--- src/rtl/fp_normalize_seq.sv ---
// Normalizer for the 12-bit two's-complement to 8-bit float (1/3/4) converter.
// Ports: clk, rst_n, in_valid/in_ready/d_in, out_valid/out_ready, s/e/sig/fb_out.
module fp_normalize_seq (
   input  logic        clk,
   input  logic        rst_n,
   input  logic        in_valid,
   output logic        in_ready,
   input  logic [11:0] d_in,
   output logic        out_valid,
   input  logic        out_ready,
   output logic        s_out,
   output logic [2:0]  e_out,
   output logic [3:0]  sig_out,
   output logic        fb_out
);

   typedef enum logic [1:0] {
      IDLE = 2'd0,
      NORM = 2'd1,
      OUT  = 2'd2
   } state_t;

   state_t      state;
   state_t      state_nx;
   logic        sgn;
   logic [11:0] mag;
   logic [2:0]  exp;
   logic        sat;
   logic [11:0] abs_in;
   logic        done;

   // -2048 wraps back to 12'h800; sat catches it
   assign abs_in = d_in[11] ? (~d_in + 12'd1) : d_in;

   // stop on leading one at bit 10 or once exponent has bottomed out
   assign done = mag[10] | (exp == 3'd0);

   // in_ready forced low while reset is asserted
   assign in_ready  = rst_n & (state == IDLE);
   assign out_valid = (state == OUT);

   always_comb begin
      state_nx = state;
      unique case (state)
         IDLE: if (in_valid) state_nx = NORM;
         NORM: if (sat | done) state_nx = OUT;
         OUT:  if (out_ready) state_nx = IDLE;
         default: state_nx = IDLE;
      endcase
   end

   always_ff @(posedge clk or negedge rst_n) begin
      if (!rst_n) begin
         state   <= IDLE;
         sgn     <= 1'b0;
         mag     <= '0;
         exp     <= '0;
         sat     <= 1'b0;
         s_out   <= 1'b0;
         e_out   <= '0;
         sig_out <= '0;
         fb_out  <= 1'b0;
      end else begin
         state <= state_nx;
         unique case (state)
            IDLE: begin
               if (in_valid) begin
                  sgn <= d_in[11];
                  mag <= abs_in;
                  exp <= 3'd7;
                  sat <= (d_in == 12'h800);
               end
            end
            NORM: begin
               if (sat) begin
                  s_out   <= sgn;
                  e_out   <= 3'd7;
                  sig_out <= 4'b1111;
                  fb_out  <= 1'b0;
               end else if (done) begin
                  s_out   <= sgn;
                  e_out   <= exp;
                  sig_out <= mag[10:7];
                  fb_out  <= mag[6];
               end else begin
                  mag <= {mag[10:0], 1'b0};
                  exp <= exp - 3'd1;
               end
            end
            default: ;
         endcase
      end
   end

endmodule
--- config.mk ---
export PLATFORM = sky130hd
export DESIGN_NAME = fp_normalize_seq
export DESIGN_NICKNAME = d
export VERILOG_FILES = /design/src/rtl/fp_normalize_seq.sv
export SDC_FILE = /design/constraint.sdc
export NUM_CORES = 1
export LEC_CHECK = 0
export BUFFER_PORTS_ARGS = -buffer_cell sky130_fd_sc_hd__buf_4
export CORE_AREA = 10 10 96 73
export CTS_BUF_LIST = sky130_fd_sc_hd__clkbuf_8 sky130_fd_sc_hd__clkbuf_16
export DETAILED_ROUTE_END_ITERATION = 7
export DIE_AREA = 0 0 106 83
export PLACE_DENSITY = 0.43
export SLEW_MARGIN = 5
export SYNTH_ARGS = -nofsm -noshare
export SYNTH_HDL_FRONTEND = slang
export SYNTH_SLANG_ARGS = --single-unit
--- constraint.sdc ---
create_clock -name clk -period 3 [get_ports clk]
set_input_delay 0.15 -clock clk [delete_from_list [all_inputs] [get_ports clk]]
set_output_delay 0.15 -clock clk [all_outputs]
set_load 0.03 [all_outputs]
# After elaboration in Yosys (flattened, before gate mapping)
# Index checks and enable logic that the tools add are counted.
dict set report word_totals {
  output_inout_bits 11
  inputBits 16
  ff_bits 27
}
dict set report classes {
  n_mux 21
  addsub 2
  n_eq_ne 8
  n_reduce_logical 8
  bitwise_logic 4
}
# operator n
set ops {}
lappend ops {{11-bit two-way mux} 4}
lappend ops {{11-bit case mux with 2 select lines} 1}
lappend ops {{3-bit two-way mux} 5}
lappend ops {{12-bit equality test, second input constant} 1}
lappend ops {{11-bit by 1-bit adder with 11-bit output, second input constant} 1}
lappend ops {{11-bit NOT} 1}
lappend ops {{4-bit two-way mux} 2}
lappend ops {{2-bit != test, second input constant} 4}
lappend ops {{2-bit two-way mux} 3}
lappend ops {{2-bit case mux with 3 select lines} 1}
lappend ops {{3-bit case mux with 2 select lines} 1}
lappend ops {{1-bit two-way mux} 4}
lappend ops {{2-bit AND reduction} 2}
lappend ops {{4-bit AND reduction} 1}
lappend ops {{2-bit nonzero test} 2}
lappend ops {{3-bit logical NOT} 1}
lappend ops {{3-bit AND reduction} 1}
lappend ops {{3-bit by 1-bit subtractor with 3-bit output, second input constant} 1}
lappend ops {{2-bit by 1-bit equality test with 1-bit output, second input constant} 1}
lappend ops {{2-bit equality test, second input constant} 1}
lappend ops {{2-bit logical NOT} 1}
lappend ops {{2-bit by 1-bit != test with 1-bit output, second input constant} 1}
lappend ops {{1-bit bitwise OR} 2}
lappend ops {{1-bit AND} 1}

# Logic depth before layout (Yosys ltp)
# Gate-level depths: netlist of the first run.
dict set report logic_depth {
  ltp_word 5
  mapped_depth 8
  ltp_nobuf 8
}

# Worst setup path before layout of the first run
# No wires, ideal clock.
dict set report synth_path {
  path_kind {reg-to-reg}
  from {register exp[0]}
  to {register mag[7]}
  setup_ps 146
  period_less_slack_ps 1724
  setup_slack_ps 1276
  arrival_ps 1578
  stages_incl_launch_ff 9
  required_time_ps 2854
  n_path_buf 0
  path_cell_list {dfrtp_1 -> inv_1 -> ha_1 -> ha_1 -> nor3_1 -> a21oi_1 -> clkinv_1 -> mux2i_1 -> a21oi_1}
}
dict set report synth_via {
  elab_chain_len 4
}
# element line_no
set synth_lines {}
lappend synth_lines {{start, declared} 27} ;# logic [2:0] exp;
lappend synth_lines {{start signal, assigned} 87} ;# exp <= exp - 3'd1;
lappend synth_lines {{3-bit logical NOT} 36} ;# assign done = mag[10] | (exp == 3'd0);
lappend synth_lines {{1-bit bitwise OR} 36}
lappend synth_lines {{2-bit != test (no source line)} --}
lappend synth_lines {{4-bit AND reduction (no source line)} --}
lappend synth_lines {{end signal, assigned} 69} ;# mag <= abs_in;
lappend synth_lines {{end signal, assigned} 86} ;# mag <= {mag[10:0], 1'b0};
lappend synth_lines {{end, declared} 26} ;# logic [11:0] mag;
# Every way passes these cells.
# A chain may end at the register's enable or synchronous reset.

# Worst setup path in the final report of the first run
# Same ends and word-level chain as after synthesis.

==> out/results.env, run 1 <==
SYNTH.LIB_CELLS_USED.DISTINCT=41
CTSLONGESTPATHBUFFERS=2
CATEGORY_OF_THE_WORST_SETUP_PATH_CAPTURE_POINT='flip-flop'
CRIT_CHAIN='inv_1, ha_1, ha_1, nor3_1, a21oi_1, buf_4, clkinv_1, mux2i_1, a21oi_1'
POSTROUTEWIRELENGTH_MM=3.54
CPMAXSTAGEDELAYCELL='dfrtp_1'
FINAL.SETUP_SKEW_NS=0.00187
CTS-BUFFERS-INSERTED=3
SYNTH_FA_HA_AREA_SHARE_PCT=2.56
NATURE_OF_THE_CRITICAL_PATH_STARTPOINT='flip-flop'
MAPPEDNETLISTNETS=185
MAXSLEWVIOLCOUNT=0
CRITICAL_PATH_ARRIVAL_NS=2.13
SETUP_TOTAL_NEGATIVE_SLACK_NS=0
SLEW_HEADROOM_PCT=36.4
WORSTPATHMAXFANOUT=13
IR_WORST_VDD_mV=0.457
R2R_CELLS=9
SYNTHARSTFLOPSHARE_PCT=100
CTS_TREE='done'
GRT_OVERFLOW_TOTAL=0
WORST-ENDPOINT-REQUIRED_NS=3.16
ANTENNA_CELLS_INSERTED=0
DRT_ITER0_MARKERS=44
REMAINING_DESIGN_RULE_VIOLATION_COUNT=0
SYNTH_AREA_UM2=1470
MAX_CLOCK_FREQ_MHz=508
POST_SYNTH.CELL_AREA_AVG_UM2=8.83
PATH_CLASS='reg2reg'
FINALSETUPVIOLCOUNT=0
MIN_PERIOD_NS=1.97
YOSYS_REGISTER_BITS=27
WORSTREG2REGEND='mag[7]'
NUMBER_OF_ANTENNA_VIOLATIONS_AT_THE_FIRST_CHECK_IN_GLOBAL_ROUTING=0
DIE_WIDTH_UM=106
FIN_CRIT_SH_PCT=65.6
DIE_AREA_UM2=8800
CAPTURING_ELEMENT_OF_THE_WORST_SETUP_PATH='mag[7]'
OUTCOME='finished clean'
POWER_DENSITY_OVER_CELL_AREA_nW_PER_UM2=906
CRITPATHLAUNCH='exp[0]'
RR_STARTPOINT='exp[0]'
VIAS_IN_THE_FIRST_GLOBAL_ROUTE=1231
DRT_FIRST_PASS_ITERS=4
WIRE_PER_INST_UM=13.2
SYNTHMOSTINSTANTIATEDCELL='dfrtp_1'
CTS_NUM_SINKS=27
FINAL.FILL_COUNT=547
CTS-HTREE-LEVELS=1
GRT_USAGE_PCT=8.27
FLOORPLAN.IO_PINS=27
CAP_VIOLATIONS=0
SYNTH_XOR_AREA_SHARE_PCT=2.99
FP.COREAREA_UM2=5120
FINALHOLDVIOLATIONS=0
DETAILEDPLACE.WORSTSLACK_NS=1.04
POST_SYNTHESIS_SIMPLE_GATE_AREA_FRACTION_PCT=22.6
SYNTH_LARGEST_AREA_CELL='dfrtp_1'
WORST-SLEW-PIN-TRANSITION_NS=0.941
SYNTH-MAIN-FF-CELL='dfrtp_1'
PORTBUFFERS=26
R2R_SLACK_NS=1.03
ANTENNA_VIOLATING_NETS_POST_ROUTE=0
LARGEST_NET_DEGREE_AT_THE_START_OF_GLOBAL_ROUTING=29
CLK_ROOT_BUFFER_CELL='clkbuf_8'
HOLDCRITSTARTPOINT='out_ready'
CRITPATHMAXSTAGEDELAY_NS=0.37
CLKSLEWWORSTSETUPHOLDPATHS_NS=0.09
WHS_NS=0.152
FRACTION_OF_THE_MAPPED_NETLIST_AREA_IN_COMPOUND_GATES_PCT=17.0
POST_CTS_SIZING=0
CLK-INSERTION-DELAY-LATE_NS=0.27
GRT_FIRST_PASS_WIRELENGTH_MM=6.06
SYNTHDOMINANTCELLAREASHARE_PCT=46.1
SYNTH_TOP_CELLS_BY_COUNT='dfrtp_1, o21ai_0, nor2_1'
SYNTHTOLAYOUTAREAGROWTH_PCT=23.0
EDFF_COUNT_SYNTH=0
CELL_TYPES_OCCUPYING_THE_MOST_AREA_AFTER_SYNTHESIS='dfrtp_1, o21ai_0, nor2_1'
SYNTH_TOP_FAMILY_BY_AREA='simple AND/OR/NAND/NOR gates'
CHIPHEIGHT_UM=83
SYNTH.MUX.AREA_FRACTION_PCT=3.50
WORSTHOLDPATHTYPE='in2reg'
DR_TOTAL_VIAS=1211
NNETSFINAL=216
LEAKAGE_nW=0.830
FLOORPLAN.ROWS=22
FLOORPLAN.INITIALDENSITY_PCT=28.6
RSZ0062_AT_GRT='no'
POST_ROUTE_CELLS_DRIVE_ABOVE_1_SHARE_PCT=19.4
DRT-VIAS-PER-INSTANCE=4.52
YOSYSSEQAREASHARE_PCT=46.1
POSTSYNTHCELLCOUNT=166
POSTLAYOUTSETUPSLACKWORST_NS=1.03
PLACE.GP.CONGESTION=0.756
DPL.HPWL_MM=2.74
YS.WARNINGS.COUNT=0
## per-layer routing
metal / GRT usage (%) / vias up / wire length, um
li1: - / 630 / -
met1: 11.3 / 561 / 1790
met2: 12.5 / 20 / 1600
met3: 2.78 / 0 / 159
met4: 1.10 / 0 / 0
met5: 0 / - / 0
## critical path: cells and delay by family (launching register included)
family / cells / cell delay, ns
buffers and inverters: 3 / 0.40
adder cells (fa/ha/maj): 2 / 0.38
flip-flops: 1 / 0.37
AND/OR/NAND/NOR: 1 / 0.33
multiplexers: 1 / 0.20
AO/OA/AOI/OAI: 2 / 0.17
## power by group
group | internal [mW] | total [mW] | leakage, nW | switching [mW]
clock | 0.0917 | 0.201 | 0.0269 | 0.109
combinational | 0.310 | 0.795 | 0.491 | 0.485
sequential | 0.531 | 0.639 | 0.313 | 0.107
total | 0.933 | 1.63 | 0.830 | 0.701
## kinds of logic after synthesis
kind of cell	after synthesis
simple gates	66
compound gates	44
flops	27
buf+inv	16
xor+xnor	5
mux	5
fa+ha+maj	3
## stage by stage
step | total power, mW | utilization (%) | cells | cell area (um2)
final | 1.63 | 35.2 | 268 | 1800
after global routing | 1.80 | 35.2 | 268 | 1800
after CTS | 1.66 | 35.2 | 268 | 1800
after detailed placement | 1.45 | 34.2 | 263 | 1750
after global placement | 1.45 | 34.2 | 263 | 1750
after floorplan | 1.18 | - | 166 | 1470
## cells in the final DEF, fill, tap and decap left out, types with 3 or more instances in the layout
cell       n
ha_1       3
o21ai_0   21
nand2b_1   5
nand2_1   17
clkbuf_8   3
xnor2_1    4
inv_1     10
nor3_1     6
buf_4     31
dfrtp_1   27
a211oi_1   3
a21oi_1   13
mux2i_1    4
nor2_1    19
nor2b_1    3
## registers in the layout, summed over array words and instances (netlist names)
name	flops
sat	1
exp	3
mag	11
fb_out	1
sgn	1
state	2
s_out	1
e_out	3
sig_out	4
## final cells by class
cell class                      instances  area [um2]  share of cell area, %
Sequential cell                        27         676                   37.4
Clock buffer                            3        41.3                   2.29
Timing Repair Buffer                   32         243                   13.5
Tap cell                               72        90.1                   4.99
Multi-Input combinational cell        123         713                   39.5
Inverter                               10        37.5                   2.08
Clock inverter                          1        3.75                  0.208
## worst min-delay path by stage
stage	endpoint	slack, ns	depth (start not counted)
floorplan	e_out[0]	-0.15	0
global placement	sat	0.09	1
detailed placement	sat	0.09	1
CTS	state[1]	0.15	3
global route	state[1]	0.16	3
finish	state[1]	0.15	3
## what timing repair did
item	CTS	global route
hold endpoints to repair	27	0
hold buffers	1	0
buffers inserted	0	0
No activity file was read; power rests on OpenSTA's default activity.
==> run 2: changes to the inputs <==
--- a/config.mk
+++ b/config.mk
@@ -10,7 +10,7 @@
 export CTS_BUF_LIST = sky130_fd_sc_hd__clkbuf_8 sky130_fd_sc_hd__clkbuf_16
 export DETAILED_ROUTE_END_ITERATION = 7
 export DIE_AREA = 0 0 106 83
-export PLACE_DENSITY = 0.43
+export PLACE_DENSITY = 0.45
 export SLEW_MARGIN = 5
 export SYNTH_ARGS = -nofsm -noshare
 export SYNTH_HDL_FRONTEND = slang
==> constraint.sdc (replaced) <==
create_clock -name clk -period 1.7 [get_ports clk]
set_input_delay 0.085 -clock clk [delete_from_list [all_inputs] [get_ports clk]]
set_output_delay 0.085 -clock clk [all_outputs]
set_load 0.03 [all_outputs]
==> out/results.env, run 2 (synthesis gave the netlist of run 1 again) <==
FINALHOLDVIOLATIONS=0
LAYOUT_TOP_REGISTERS='mag (11), sig_out (4)'
LEAKAGE_nW=0.892
DRT_ITER0_MARKERS=65
FINALSETUPVIOLCOUNT=0
WIRE_PER_INST_UM=13.6
FLOORPLAN.INITIALDENSITY_PCT=28.6
NNETSFINAL=228
NUMBER_OF_ANTENNA_VIOLATIONS_AT_THE_FIRST_CHECK_IN_GLOBAL_ROUTING=0
MAXSLEWVIOLCOUNT=0
LARGEST_REG_FLOPS=11
CATEGORY_OF_THE_WORST_SETUP_PATH_CAPTURE_POINT='flip-flop'
SEQUENTIALPOWERSHARE_PCT=35.0
CTS_TREE='done'
SLEW_HEADROOM_PCT=67.4
PWR-SHARE-CLK_PCT=11.5
PATH_CLASS='reg2reg'
DRT-VIAS-PER-INSTANCE=4.54
GRT_OVERFLOW_TOTAL=0
MIN_PERIOD_NS=1.60
CLK_ROOT_BUFFER_CELL='clkbuf_8'
POWER_DENSITY_OVER_CELL_AREA_nW_PER_UM2=1650
FLOORPLAN.IO_PINS=27
WORSTPATHMAXFANOUT=4
FINAL.SETUP_SKEW_NS=0.0114
WORST-SLEW-PIN-TRANSITION_NS=0.485
POST_ROUTE_CELLS_DRIVE_ABOVE_1_SHARE_PCT=28.4
CLK-INSERTION-DELAY-LATE_NS=0.28
OUTCOME='finished clean'
CAP_VIOLATIONS=0
CLKSLEWWORSTSETUPHOLDPATHS_NS=0.10
TOP_REGISTER='mag'
POSTROUTEWIRELENGTH_MM=3.81
WHS_NS=0.0832
ANTENNA_CELLS_INSERTED=0
CTS-HTREE-LEVELS=1
DIE_WIDTH_UM=106
DRT_FIRST_PASS_ITERS=4
FIN_UTIL_PCT=37.9
RSZ0062_AT_GRT='no'
DR_TOTAL_VIAS=1272
FLOORPLAN.ROWS=22
CTS_NUM_SINKS=27
DPL.HPWL_MM=2.96
CTSLONGESTPATHBUFFERS=2
SYNTHTOLAYOUTAREAGROWTH_PCT=32.3
POWER.SWITCHING_mW=1.35
DIE_AREA_UM2=8800
LAYOUT.CELLS.MOST_COMMON='buf_4'
MAX_CLOCK_FREQ_MHz=626
FIN_CRIT_SH_PCT=93.9
LARGEST_NET_DEGREE_AT_THE_START_OF_GLOBAL_ROUTING=29
VIAS_IN_THE_FIRST_GLOBAL_ROUTE=1365
IR_WORST_VDD_mV=0.518
POWER_SWITCHING_SHARE_PCT=42.2
CTS-BUFFERS-INSERTED=3
MOSTFREQUENTLAYOUTCELLS='buf_4, dfrtp_1, o21ai_0'
PORTBUFFERS=26
ANTENNA_VIOLATING_NETS_POST_ROUTE=0
CHIPHEIGHT_UM=83
WORST-ENDPOINT-REQUIRED_NS=1.89
PWR-SHARE-COMB_PCT=53.6
GRT_FIRST_PASS_WIRELENGTH_MM=6.47
SETUP_TOTAL_NEGATIVE_SLACK_NS=0
FP.COREAREA_UM2=5120
GRT_USAGE_PCT=8.79
REMAINING_DESIGN_RULE_VIOLATION_COUNT=0
PLACE.GP.CONGESTION=0.782
WORSTHOLDPATHTYPE='in2reg'
NATURE_OF_THE_CRITICAL_PATH_STARTPOINT='flip-flop'
CRITICAL_PATH_ARRIVAL_NS=1.79
INTPOWER_mW=1.85
-- run 2: metrics by stage --
stage,cells,setup WS [ns],instance area (um2),power (mW)
after floorplan,166,0.0589,1470,2.09
after global placement,271,0.0355,1810,2.66
after detailed placement,271,-0.0759,1810,2.69
after CTS,276,0.0315,1880,3.09
after global routing,280,0.00113,1940,3.50
final,280,0.103,1940,3.20
-- run 2: power groups by stage --
stage / clock (mW) / sequential, mW / combinational (mW)
5_1_grt: 0.409 / 1.17 / 1.93
6_report: 0.367 / 1.12 / 1.71
2_1_floorplan: 0 / 1.28 / 0.806
4_1_cts: 0.380 / 1.12 / 1.59
3_5_place_dp: 0 / 1.13 / 1.56
3_3_place_gp: 0 / 1.13 / 1.53
-- run 2: final timing paths --
kind                             from         end  slack [ns]  depth (start not counted)
max                            exp[0]      mag[6]        0.10                          8
min                         out_ready    state[1]        0.08                          3
max reg2reg                    exp[0]      mag[6]        0.10                          8
min reg2reg                sig_out[3]  sig_out[3]        0.48                          2
max in group asynchronous       rst_n      exp[2]        1.17                          2
min in group asynchronous       rst_n       s_out        0.25                          2
-- run 2: timing repair --
action / CTS / global route
hold buffers: 1 / 0
gates resized for setup: 3 / 7
buffers inserted: 0 / 3
endpoints found under the hold margin: 27 / 0
cloned: 0 / 1
endpoints found under the setup margin: 10 / 22
pin swaps: 0 / 4
-- run 2: metal layers --
| layer | share of wire [%] | track usage [%] | up-vias |
|---|---|---|---|
| li1 | - | - | 657 |
| met1 | 50 | 11.9 | 597 |
| met2 | 46 | 13.4 | 16 |
| met3 | 4.0 | 3.09 | 2 |
| met4 | 0.39 | 1.10 | 0 |
| met5 | 0 | 0 | - |
-- run 2: worst max-delay path, stage by stage (launching register included) --
cell and delay [ns]:
dfrtp_1 0.40, inv_2 0.06, ha_2 0.20, ha_4 0.14, nor3_2 0.04, a21oi_2 0.27, buf_6 0.16, nor3_1 0.04
a211oi_1 0.20
-- run 2: cell type report --
type / count / area [um2]
Clock buffer: 3 / 41.3
Clock inverter: 1 / 5.00
Fill cell: 559 / 3180
Inverter: 10 / 40.0
Multi-Input combinational cell: 123 / 742
Sequential cell: 27 / 676
Tap cell: 72 / 90.1
Timing Repair Buffer: 44 / 347
